[src/rtl/serial_parity_rx.sv]
// ---------------------------------------------------------------------------
// serial_parity_rx
//   UART-style receiver: start bit, DBIT data bits (LSB first), one parity
//   bit, one stop bit. Oversampled at 16x via s_tick. Reports the received
//   byte together with parity and framing error flags once per frame.
//
// Parameters
//   DBIT     data bits per frame (1..8)
//   SB_TICK  oversample ticks spanning the stop bit
//   ODD      parity sense: 0 = even, 1 = odd
//
// Ports
//   clk           in   system clock, rising edge
//   reset_n       in   synchronous active-low reset
//   s_tick        in   one-clk enable at 16x bit rate
//   rx            in   synchronized serial line, idle high
//   dout          out  received data, right-aligned, unused MSBs zero
//   rx_done_tick  out  one-clk pulse when a frame completes
//   parity_err    out  parity check failed on the last frame
//   frame_err     out  stop bit sampled low on the last frame
// ---------------------------------------------------------------------------
module serial_parity_rx #(
    parameter int DBIT    = 8,
    parameter int SB_TICK = 16,
    parameter int ODD     = 0
) (
    input  logic       clk,
    input  logic       reset_n,
    input  logic       s_tick,
    input  logic       rx,
    output logic [7:0] dout,
    output logic       rx_done_tick,
    output logic       parity_err,
    output logic       frame_err
);

    // Tick counter must reach 15 for data/parity bits and SB_TICK-1 for stop.
    localparam int SW = (SB_TICK > 16) ? $clog2(SB_TICK) : 4;

    typedef enum logic [2:0] {
        IDLE,
        START,
        DATA,
        PARITY,
        STOP
    } state_t;

    state_t        state_q;
    logic [SW-1:0] s_q;
    logic [2:0]    n_q;
    logic [7:0]    shreg_q;
    logic          par_q;
    logic [7:0]    dout_q;
    logic          done_q;
    logic          perr_q;
    logic          ferr_q;

    always_ff @(posedge clk) begin
        if (!reset_n) begin
            state_q <= IDLE;
            s_q     <= '0;
            n_q     <= '0;
            shreg_q <= '0;
            par_q   <= 1'b0;
            dout_q  <= '0;
            done_q  <= 1'b0;
            perr_q  <= 1'b0;
            ferr_q  <= 1'b0;
        end else begin
            done_q <= 1'b0;
            case (state_q)
                // Start detect does not wait for s_tick so alignment is
                // counted from the first clk the line is seen low.
                IDLE: begin
                    if (!rx) begin
                        state_q <= START;
                        s_q     <= '0;
                        par_q   <= 1'b0;
                    end
                end
                START: begin
                    if (s_tick) begin
                        if (s_q == SW'(7)) begin
                            // Mid-bit: a high line here is a glitch, not a start.
                            if (!rx) begin
                                state_q <= DATA;
                                s_q     <= '0;
                                n_q     <= '0;
                            end else begin
                                state_q <= IDLE;
                            end
                        end else begin
                            s_q <= s_q + SW'(1);
                        end
                    end
                end
                DATA: begin
                    if (s_tick) begin
                        if (s_q == SW'(15)) begin
                            shreg_q <= {rx, shreg_q[7:1]};
                            par_q   <= par_q ^ rx;
                            s_q     <= '0;
                            if (n_q == 3'(DBIT - 1)) state_q <= PARITY;
                            else                     n_q     <= n_q + 3'd1;
                        end else begin
                            s_q <= s_q + SW'(1);
                        end
                    end
                end
                PARITY: begin
                    if (s_tick) begin
                        if (s_q == SW'(15)) begin
                            par_q   <= par_q ^ rx;
                            s_q     <= '0;
                            state_q <= STOP;
                        end else begin
                            s_q <= s_q + SW'(1);
                        end
                    end
                end
                STOP: begin
                    if (s_tick) begin
                        if (s_q == SW'(SB_TICK - 1)) begin
                            done_q  <= 1'b1;
                            // Bits entered at the MSB; shift down when DBIT<8
                            // so the first data bit lands at bit 0.
                            dout_q  <= shreg_q >> (8 - DBIT);
                            perr_q  <= (par_q != 1'(ODD));
                            ferr_q  <= ~rx;
                            state_q <= IDLE;
                        end else begin
                            s_q <= s_q + SW'(1);
                        end
                    end
                end
                default: state_q <= IDLE;
            endcase
        end
    end

    assign dout         = dout_q;
    assign rx_done_tick = done_q;
    assign parity_err   = perr_q;
    assign frame_err    = ferr_q;

endmodule

[config.mk]
export PLATFORM = sky130hd
export DESIGN_NAME = serial_parity_rx
export DESIGN_NICKNAME = d
export VERILOG_FILES = /design/src/rtl/serial_parity_rx.sv
export SDC_FILE = /design/constraint.sdc
export NUM_CORES = 1
export LEC_CHECK = 0
export ABC_AREA = 1
export CAP_MARGIN = 10
export CORE_ASPECT_RATIO = 1.25
export CORE_MARGIN = 3
export CORE_UTILIZATION = 55
export DETAILED_ROUTE_END_ITERATION = 10
export GPL_TIMING_DRIVEN = 0
export HOLD_SLACK_MARGIN = 0.1
export PLACE_DENSITY = 0.86
export SETUP_SLACK_MARGIN = 0.05
export SYNTH_ARGS = -nofsm -noshare
export SYNTH_HDL_FRONTEND = slang
export SYNTH_SLANG_ARGS = --single-unit
[constraint.sdc]
create_clock -name clk -period 1.65 [get_ports clk]
set_clock_uncertainty 0.1 [all_clocks]
set_input_delay 0.4125 -clock clk [delete_from_list [all_inputs] [get_ports clk]]
set_output_delay 0.4125 -clock clk [all_outputs]
set_load 0.02 [all_outputs]
# After elaboration in Yosys (flattened, before gate mapping)
# Cells that the tools add are included.
[totals]
reg_bits = 30
output_inout_bits = 11
in_bits = 4
word_cells = 79
[classes]
reduce_logical = 12
muxes = 32
addsub = 2
bitwise = 2
eq_ne = 22
[ops]
columns = ["operator", "n"]
rows = [
  ["two-way mux 3 bit", 16],
  ["two-way mux 4 bit", 7],
  ["!= test 2 bit, second input constant", 13],
  ["case mux 4 bit (4 select lines)", 1],
  ["case mux 3 bit (5 select lines)", 1],
  ["AND reduction 10 bit", 1],
  ["AND reduction 3 bit", 3],
  ["AND reduction 7 bit", 1],
  ["equality test 3 x 2 -> 1 bit, second input constant", 2],
  ["equality test 3 bit, second input constant", 2],
  ["case mux 3 bit (2 select lines)", 1],
  ["AND reduction 5 bit", 1],
  ["adder 4 x 1 -> 4 bit, second input constant", 1],
  ["equality test 4 x 3 -> 1 bit, second input constant", 1],
  ["equality test 4 bit, second input constant", 1],
  ["two-way mux 1 bit", 4],
  ["!= test 2 x 1 -> 1 bit, second input constant", 2],
  ["AND reduction 4 bit", 1],
  ["nonzero test 2 bit", 2],
  ["nonzero test 4 bit", 1],
  ["adder 3 x 1 -> 3 bit, second input constant", 1],
  ["equality test 3 x 1 -> 1 bit, second input constant", 1],
  ["zero test 3 bit", 1],
  ["two-way mux 2 bit", 1],
  ["4 further kinds", 4],
]

# Depth between registers and ports, before layout
# Gate-level depths: netlist of the first run.
[depth]
depth_word = 5
mapped_depth = 11
mapped_depth_nobuf = 11

# Worst setup path before layout of the first run
# Ideal clock, no wire load.
[synth_timing]
path_type = "register to register"
from = "register s_q[0]"
to = "register n_q[0]"
path_stages_with_launch = 11
setup_time_ps = 113
path_buffers = 0
slack_ps = 207
arrival_ps = 1231
required_time_ps = 1437
period_less_slack_ps = 1443
path_cell_list = "dfxtp_1 ha_1 nand2_1 inv_1 nand2_1 nand2_1 nand3_1 nor2_4 nand2_1 nand2_1 nor2_1"
[synth_between]
elab_chain_len = 3
word_cells_on_any_way = 5
classes_between = "eq/ne (4); reduce/logical (1)"
[synth_lines]
columns = ["element", "line_no", "source"]
rows = [
  ["start, declared", "49", "logic [SW-1:0] s_q;"],
  ["start signal, assigned", "93", "s_q <= s_q + SW'(1);"],
  ["start signal, assigned", "106", "s_q <= s_q + SW'(1);"],
  ["start signal, assigned", "117", "s_q <= s_q + SW'(1);"],
  ["equality test 4 bit / equality test 4 x 3 -> 1 bit (equally long branches)", "99, 83", ""],
  ["!= test 2 bit (no source line)", "n/a", ""],
  ["AND reduction 7 bit (no source line) (*)", "n/a", ""],
  ["end signal, assigned", "104", "else n_q <= n_q + 3'd1;"],
  ["end, declared", "50", "logic [2:0] n_q;"],
]
# Every way passes the cells marked *; elsewhere a longest branch is shown, timed or not.
# A chain may end at the register's enable or synchronous reset.

# Final worst setup path of the first run
[layout_timing]
from = "register perr_q (netlist: parity_err)"
to = "output port parity_err"
[layout_rtl]
columns = ["element", "line_no", "source"]
rows = [
  ["start, declared", "55", "logic perr_q;"],
  ["start signal, assigned", "128", "perr_q <= (par_q != 1'(ODD));"],
  ["end, declared", "33", "output logic parity_err,"],
]
# No word-level cell between the ends.

==> results.yml, run 1 <==
routing:
  drc_violations_left: 0
  drt.antenna.violating_nets: 0
  detail_route.vias_per_cell: 5.262
  post_drt_wl_per_cell_um: 12.01
  firstDrtPassIters: 5
  first_iter_violations: 44
  via_total_after_detailed_routing: 1426
  drt_wl_total_um: 3254
final_layout:
  commonest_non_fill_non_tap_cell_in_the_layout: "sky130_fd_sc_hd__nor2_1"
  area_delta_synth_final_pct: 23.99
  diodes: 0
  multi_input_comb_area_um2: 802.0
  register_area_um2: 615.6
  utilization_pct: 71.99
  layout-drive-gt1-share_pct: 23.11
  fillers: 215
  nNetsFinal: 245
  commonest_cells_after_routing_fill_and_taps_aside: "sky130_fd_sc_hd__nor2_1 (51), sky130_fd_sc_hd__nand2_1 (41), sky130_fd_sc_hd__dfxtp_1 (22)"
placement:
  dp_worst_setup_slack_ns: -0.2507
  finalWeightedCongestion: 0.9262
  place_hpwl_um: 2068
  port-buffer-count: 13
die:
  die_area_um2: 3239
  placeableCoreArea_um2: 2452
  design.portCount: 15
  initial_utilization_pct: 58.06
  die_x_um: 51.51
  std_cell_rows: 20
  fp.dieH_um: 62.89
grt:
  grt_use_total_pct: 21.29
  via_count_of_the_first_global_routing_pass: 1295
  initial_antenna_violation_count: 0
  grt_pass1_wl_um: 5285
  grt.overflow.total: 0
  largest_net_degree_at_the_start_of_global_routing: 11
hold_path:
  worstHoldPathType: "in2reg"
  min_delay_path_depth: 3
  min_delay_worst_endpoint: "dout[5]"
  launch_instance_of_the_worst_min_delay_path: "reset_n"
setup_path:
  r2r-start: "s_q[1]"
  worst_setup_path_end_kind: "output port"
  cp_cell_sequence: "dlygate4sd2_1"
  crit_fanout: 2
  ff2ff_path_depth: 7
  crit_family: "flip-flops"
  worst-setup-path-type: "reg2out"
  regToRegEndpoint: "shreg_q[7]"
  worst-endpoint-arrival_ns: 1.03
  slowest_delay_ns: 0.35
  r2r_slack_ns: 0.12
  cp_data_required_time_ns: 1.14
  crit_buf_inv: 1
  critical_path.startpoint_type: "register"
  critPathSlowestCell: "sky130_fd_sc_hd__dfxtp_1"
clocking:
  clockRootBuffer: "sky130_fd_sc_hd__clkbuf_4"
  cts-htree-levels: 2
  clock_latency_ns: 0.33
  numClockSinks: 30
  cts.clk_slew.worst_paths_ns: 0.11
  tritoncts.num_buffers: 5
  cts_tree: "built"
  clock_path_buffers: 2
sta:
  share_of_the_clock_period_used_by_the_worst_path_after_layout_pct: 93.20
  tightestPinTransition_ns: 0.3801
  timing.final.crit_period_ns: 1.538
  slew_violations: 0
  whs_ns: 0.3720
  tns_ns: 0
  fmax_mhz: 650.3
  final-hold-violation-count: 0
  final.setup.worst_slack_ns: 0.1123
  slew_headroom_pct: 74.66
  finalSetupViolCount: 0
  setup_repair_after_global_routing_missed_its_margin: "yes"
outcome:
  outcome: "finished, final reports clean"
power:
  p_per_area_nw_per_um2: 1236
  p_leak_uw: 0.0008648
  finalPower_uw: 2182
  power.ir.vdd_worst_mv: 0.8803
synthesis:
  ys_warns: 0
  synthesis.nets: 219
  netlist_area_um2: 1424
  yosys.area.top_type_share_pct: 42.18
  synth_cells: 212
  syn_area_per_cell_um2: 6.716
  ys_seq_elements: 30
  seq_area_frac_synth_pct: 42.18
  synth_area_leader_cell: "sky130_fd_sc_hd__dfxtp_1"
  synthTopCellsByArea: "sky130_fd_sc_hd__dfxtp_1 (42%), sky130_fd_sc_hd__nor2_1 (14%), sky130_fd_sc_hd__nand2_1 (12%)"
  synth_cell_type_count: 18
run:
  cap_viol_max_count: 0
## timing repair
action / 4_1_cts / 5_1_grt
setup buffers: 0 / 5
cloned: 0 / 1
resized for setup: 17 / 29
endpoints found under the setup margin: 28 / 19
hold buffers: 0 / 0
pin swaps: 1 / 13
## logic make-up after synthesis
group,count (synthesis),synth area share [%]
buf+inv,23,6.327
simple gates,123,37.26
flops,30,42.18
compound gates,33,11.60
fa+ha+maj,3,2.636
## state kept, by name, summed over array words and instances, names as in the netlist
| name | cells |
|---|---|
| frame_err | 1 |
| parity_err | 1 |
| dout | 8 |
| n_q | 3 |
| rx_done_tick | 1 |
| par_q | 1 |
| s_q | 4 |
| shreg_q | 8 |
| state_q | 3 |
## area by class of cell
cell class	count	area share, %
clock inverters	2	0.5670
clock buffers	5	2.126
flip-flops and latches	30	34.87
plain buffers	4	1.276
inverters	19	4.040
well taps	33	2.339
multi-input cells	159	45.43
repair buffers	19	9.355
## report_power, final
group | switching, µW | internal, µW
Clock | 260 | 153
Combinational | 537 | 311
Sequential | 102 | 819
## metal layers
layer | global-route usage, % | wire, µm | up-vias
met5 | 0 | 0 | -
met4 | 10.16 | 84 | 0
met3 | 7.160 | 151 | 10
met2 | 35.03 | 1631 | 32
met1 | 24.03 | 1386 | 658
li1 | - | - | 726
## cells in the mapped netlist
cell,number
sky130_fd_sc_hd__a21oi_1,10
sky130_fd_sc_hd__nor2_2,3
sky130_fd_sc_hd__nand3_1,8
sky130_fd_sc_hd__nand2_2,4
sky130_fd_sc_hd__inv_2,6
sky130_fd_sc_hd__clkbuf_1,3
sky130_fd_sc_hd__or2_2,1
sky130_fd_sc_hd__nand3b_1,1
sky130_fd_sc_hd__nor2_4,2
sky130_fd_sc_hd__nand2_1,47
sky130_fd_sc_hd__inv_1,13
sky130_fd_sc_hd__nand3_2,2
sky130_fd_sc_hd__o21ai_0,23
sky130_fd_sc_hd__dfxtp_1,30
sky130_fd_sc_hd__ha_1,3
sky130_fd_sc_hd__nor2_1,52
sky130_fd_sc_hd__buf_4,1
sky130_fd_sc_hd__nand4_1,3
## through the flow
stage,cells,cell area [µm²]
after floorplan,212,1424
after global placement,258,1595
after detailed placement,258,1595
after CTS,265,1645
after global routing,271,1765
final,271,1765
## how the worst max path moves through the flow
stage,start,endpoint,slack [ns],cells after the start
after CTS,s_q[0],n_q[2],0.05,10
after detailed placement,rx,state_q[0],-0.25,8
after global placement,rx,state_q[2],-0.24,8
after global routing,s_q[1],s_q[2],0.0005,10
after floorplan,s_q[0],n_q[0],0.21,10
final,parity_err,parity_err,0.11,1
(Power assumes the default switching activity.)
==> inputs of run 2 (changes only) <==
--- a/config.mk
+++ b/config.mk
@@ -9,12 +9,15 @@
 export CAP_MARGIN = 10
 export CORE_ASPECT_RATIO = 1.25
 export CORE_MARGIN = 3
-export CORE_UTILIZATION = 55
+export CORE_UTILIZATION = 61
+export CTS_CLUSTER_DIAMETER = 30
 export DETAILED_ROUTE_END_ITERATION = 10
+export DONT_BUFFER_PORTS = 1
 export GPL_TIMING_DRIVEN = 0
 export HOLD_SLACK_MARGIN = 0.1
-export PLACE_DENSITY = 0.86
+export PLACE_DENSITY = 0.85
 export SETUP_SLACK_MARGIN = 0.05
+export SLEW_MARGIN = 0
 export SYNTH_ARGS = -nofsm -noshare
 export SYNTH_HDL_FRONTEND = slang
 export SYNTH_SLANG_ARGS = --single-unit
==> run 2 against run 1 <==
Global-route usage is 3.6 points higher; clock-buffer cell count up 1; cell count shrank 6.3%; clock power increased by 12%; non-clock buffer count fell by 15; power grew 2.7%.
==> results.yml, run 2 (synthesized netlist as in run 1, its figures left out) <==
die:
  std_cell_rows: 18
  initial_utilization_pct: 67.98
  die_area_um2: 2954
  fp.dieH_um: 60.02
  design.portCount: 15
  placeableCoreArea_um2: 2095
  die_x_um: 49.22
hold_path:
  worstHoldPathType: "in2reg"
  launch_instance_of_the_worst_min_delay_path: "rx"
  min_delay_worst_endpoint: "shreg_q[7]"
  min_delay_path_depth: 2
routing:
  drt.antenna.violating_nets: 0
  drc_violations_left: 0
  first_iter_violations: 43
  drt_wl_total_um: 3181
  via_total_after_detailed_routing: 1391
  firstDrtPassIters: 4
  detail_route.vias_per_cell: 5.476
  post_drt_wl_per_cell_um: 12.52
setup_path:
  worst-setup-path-type: "reg2reg"
  cp_cell_sequence: "ha_4, nand2_2, inv_2, nand2_1, nand2_2, nand2_1, nand2_1, nand3_4, nand2_1, nand2_1, nor2_1"
  critPathSlowestCell: "sky130_fd_sc_hd__dfxtp_4"
  ff2ff_path_depth: 11
  slowest_delay_ns: 0.37
  regToRegEndpoint: "state_q[2]"
  cpMostUsedCell: "sky130_fd_sc_hd__nand2_1"
  worst_setup_path_end_kind: "register"
  worst-endpoint-arrival_ns: 1.68
  cp_data_required_time_ns: 1.83
  r2r-start: "s_q[0]"
  critical_path.startpoint_type: "register"
  crit_fanout: 6
  r2r_slack_ns: 0.14
clocking:
  clockRootBuffer: "sky130_fd_sc_hd__clkbuf_4"
  tritoncts.num_buffers: 5
  clock_latency_ns: 0.34
  clock_path_buffers: 2
  cts_tree: "built"
  cts-htree-levels: 2
  numClockSinks: 30
  cts.clk_slew.worst_paths_ns: 0.10
grt:
  grt_use_total_pct: 24.89
  via_count_of_the_first_global_routing_pass: 1316
  initial_antenna_violation_count: 0
  grt_pass1_wl_um: 5499
  largest_net_degree_at_the_start_of_global_routing: 11
  grt.overflow.total: 0
sta:
  slew_headroom_pct: 73.08
  setup_repair_after_global_routing_missed_its_margin: "yes"
  final.setup.worst_slack_ns: 0.1404
  fmax_mhz: 662.4
  timing.final.crit_period_ns: 1.510
  tightestPinTransition_ns: 0.4038
  slew_violations: 0
  share_of_the_clock_period_used_by_the_worst_path_after_layout_pct: 91.49
  final-hold-violation-count: 0
  finalSetupViolCount: 0
  whs_ns: 0.1157
final_layout:
  commonest_non_fill_non_tap_cell_in_the_layout: "sky130_fd_sc_hd__nor2_1"
  fillers: 160
  area_delta_synth_final_pct: 15.03
  commonest_cells_after_routing_fill_and_taps_aside: "sky130_fd_sc_hd__nor2_1 (51), sky130_fd_sc_hd__nand2_1 (42), sky130_fd_sc_hd__dfxtp_1 (24)"
  layout-drive-gt1-share_pct: 21.88
  nNetsFinal: 230
  diodes: 0
  finish.instance_area_um2: 1638
  final-instance-count-excl-fill: 254
run:
  cap_viol_max_count: 0
placement:
  port-buffer-count: 0
  dp.cells: 242
  place_area_um2: 1461
  place_hpwl_um: 2148
  finalWeightedCongestion: 0.9517
  dp_worst_setup_slack_ns: -0.02925
power:
  power.ir.vdd_worst_mv: 1.385
  p_leak_uw: 0.0007559
  p_per_area_nw_per_um2: 1368
  finalPower_uw: 2241
outcome:
  outcome: "finished, final reports clean"
run 2: power breakdown:
part	internal, µW	switching [µW]
clock network	204	260
logic	310	552
registers	816	98.7
total	1330	911
run 2: repair_timing:
action                     4_1_cts  5_1_grt
hold endpoints to repair         1        0
buffers inserted                 1        2
hold buffers                     1        0
pin swaps                        3        6
resized for setup               10       17
setup endpoints to repair       16       17
run 2: area by class of cell:
| type | instances | area [µm²] | area share (%) |
|---|---|---|---|
| plain buffers | 4 | 22.52 | 1.375 |
| clock buffers | 6 | 51.30 | 3.132 |
| clock inverters | 2 | 12.51 | 0.7639 |
| inverters | 19 | 71.32 | 4.354 |
| multi-input cells | 159 | 797.0 | 48.66 |
| flip-flops and latches | 30 | 613.1 | 37.43 |
| well taps | 30 | 37.54 | 2.292 |
| repair buffers | 4 | 32.53 | 1.986 |
run 2: worst max path at each step:
stage | start | slack, ns | cells after the start | end
floorplan | s_q[0] | 0.21 | 10 | n_q[0]
global placement | s_q[0] | 0.07 | 10 | n_q[1]
detailed placement | s_q[0] | -0.03 | 8 | dout[1]
CTS | n_q[0] | 0.05 | 10 | n_q[1]
global route | n_q[1] | 0.008 | 10 | state_q[2]
finish | s_q[0] | 0.14 | 11 | state_q[2]
run 2: worst max-delay path, delay by kind of cell, from the launching register on:
| kind | cells | cell delay, ns |
|---|---|---|
| fa+ha+maj | 1 | 0.15 |
| buf+inv | 1 | 0.07 |
| flops | 1 | 0.37 |
| simple gates | 9 | 0.73 |
run 2: per-layer routing:
metal,global-route usage [%],vias to the layer above,routed length [µm]
li1,-,699,-
met2,42.53,44,1597
met4,13.01,0,70
met3,8.978,10,200
met1,27.15,638,1313
met5,0,-,0
run 2: stage by stage:
step	util (%)	TNS, ns
finish	78.20	0
global placement	69.77	0
floorplan	-	0
global route	78.20	0
detailed placement	69.77	-0.04667
CTS	75.45	0
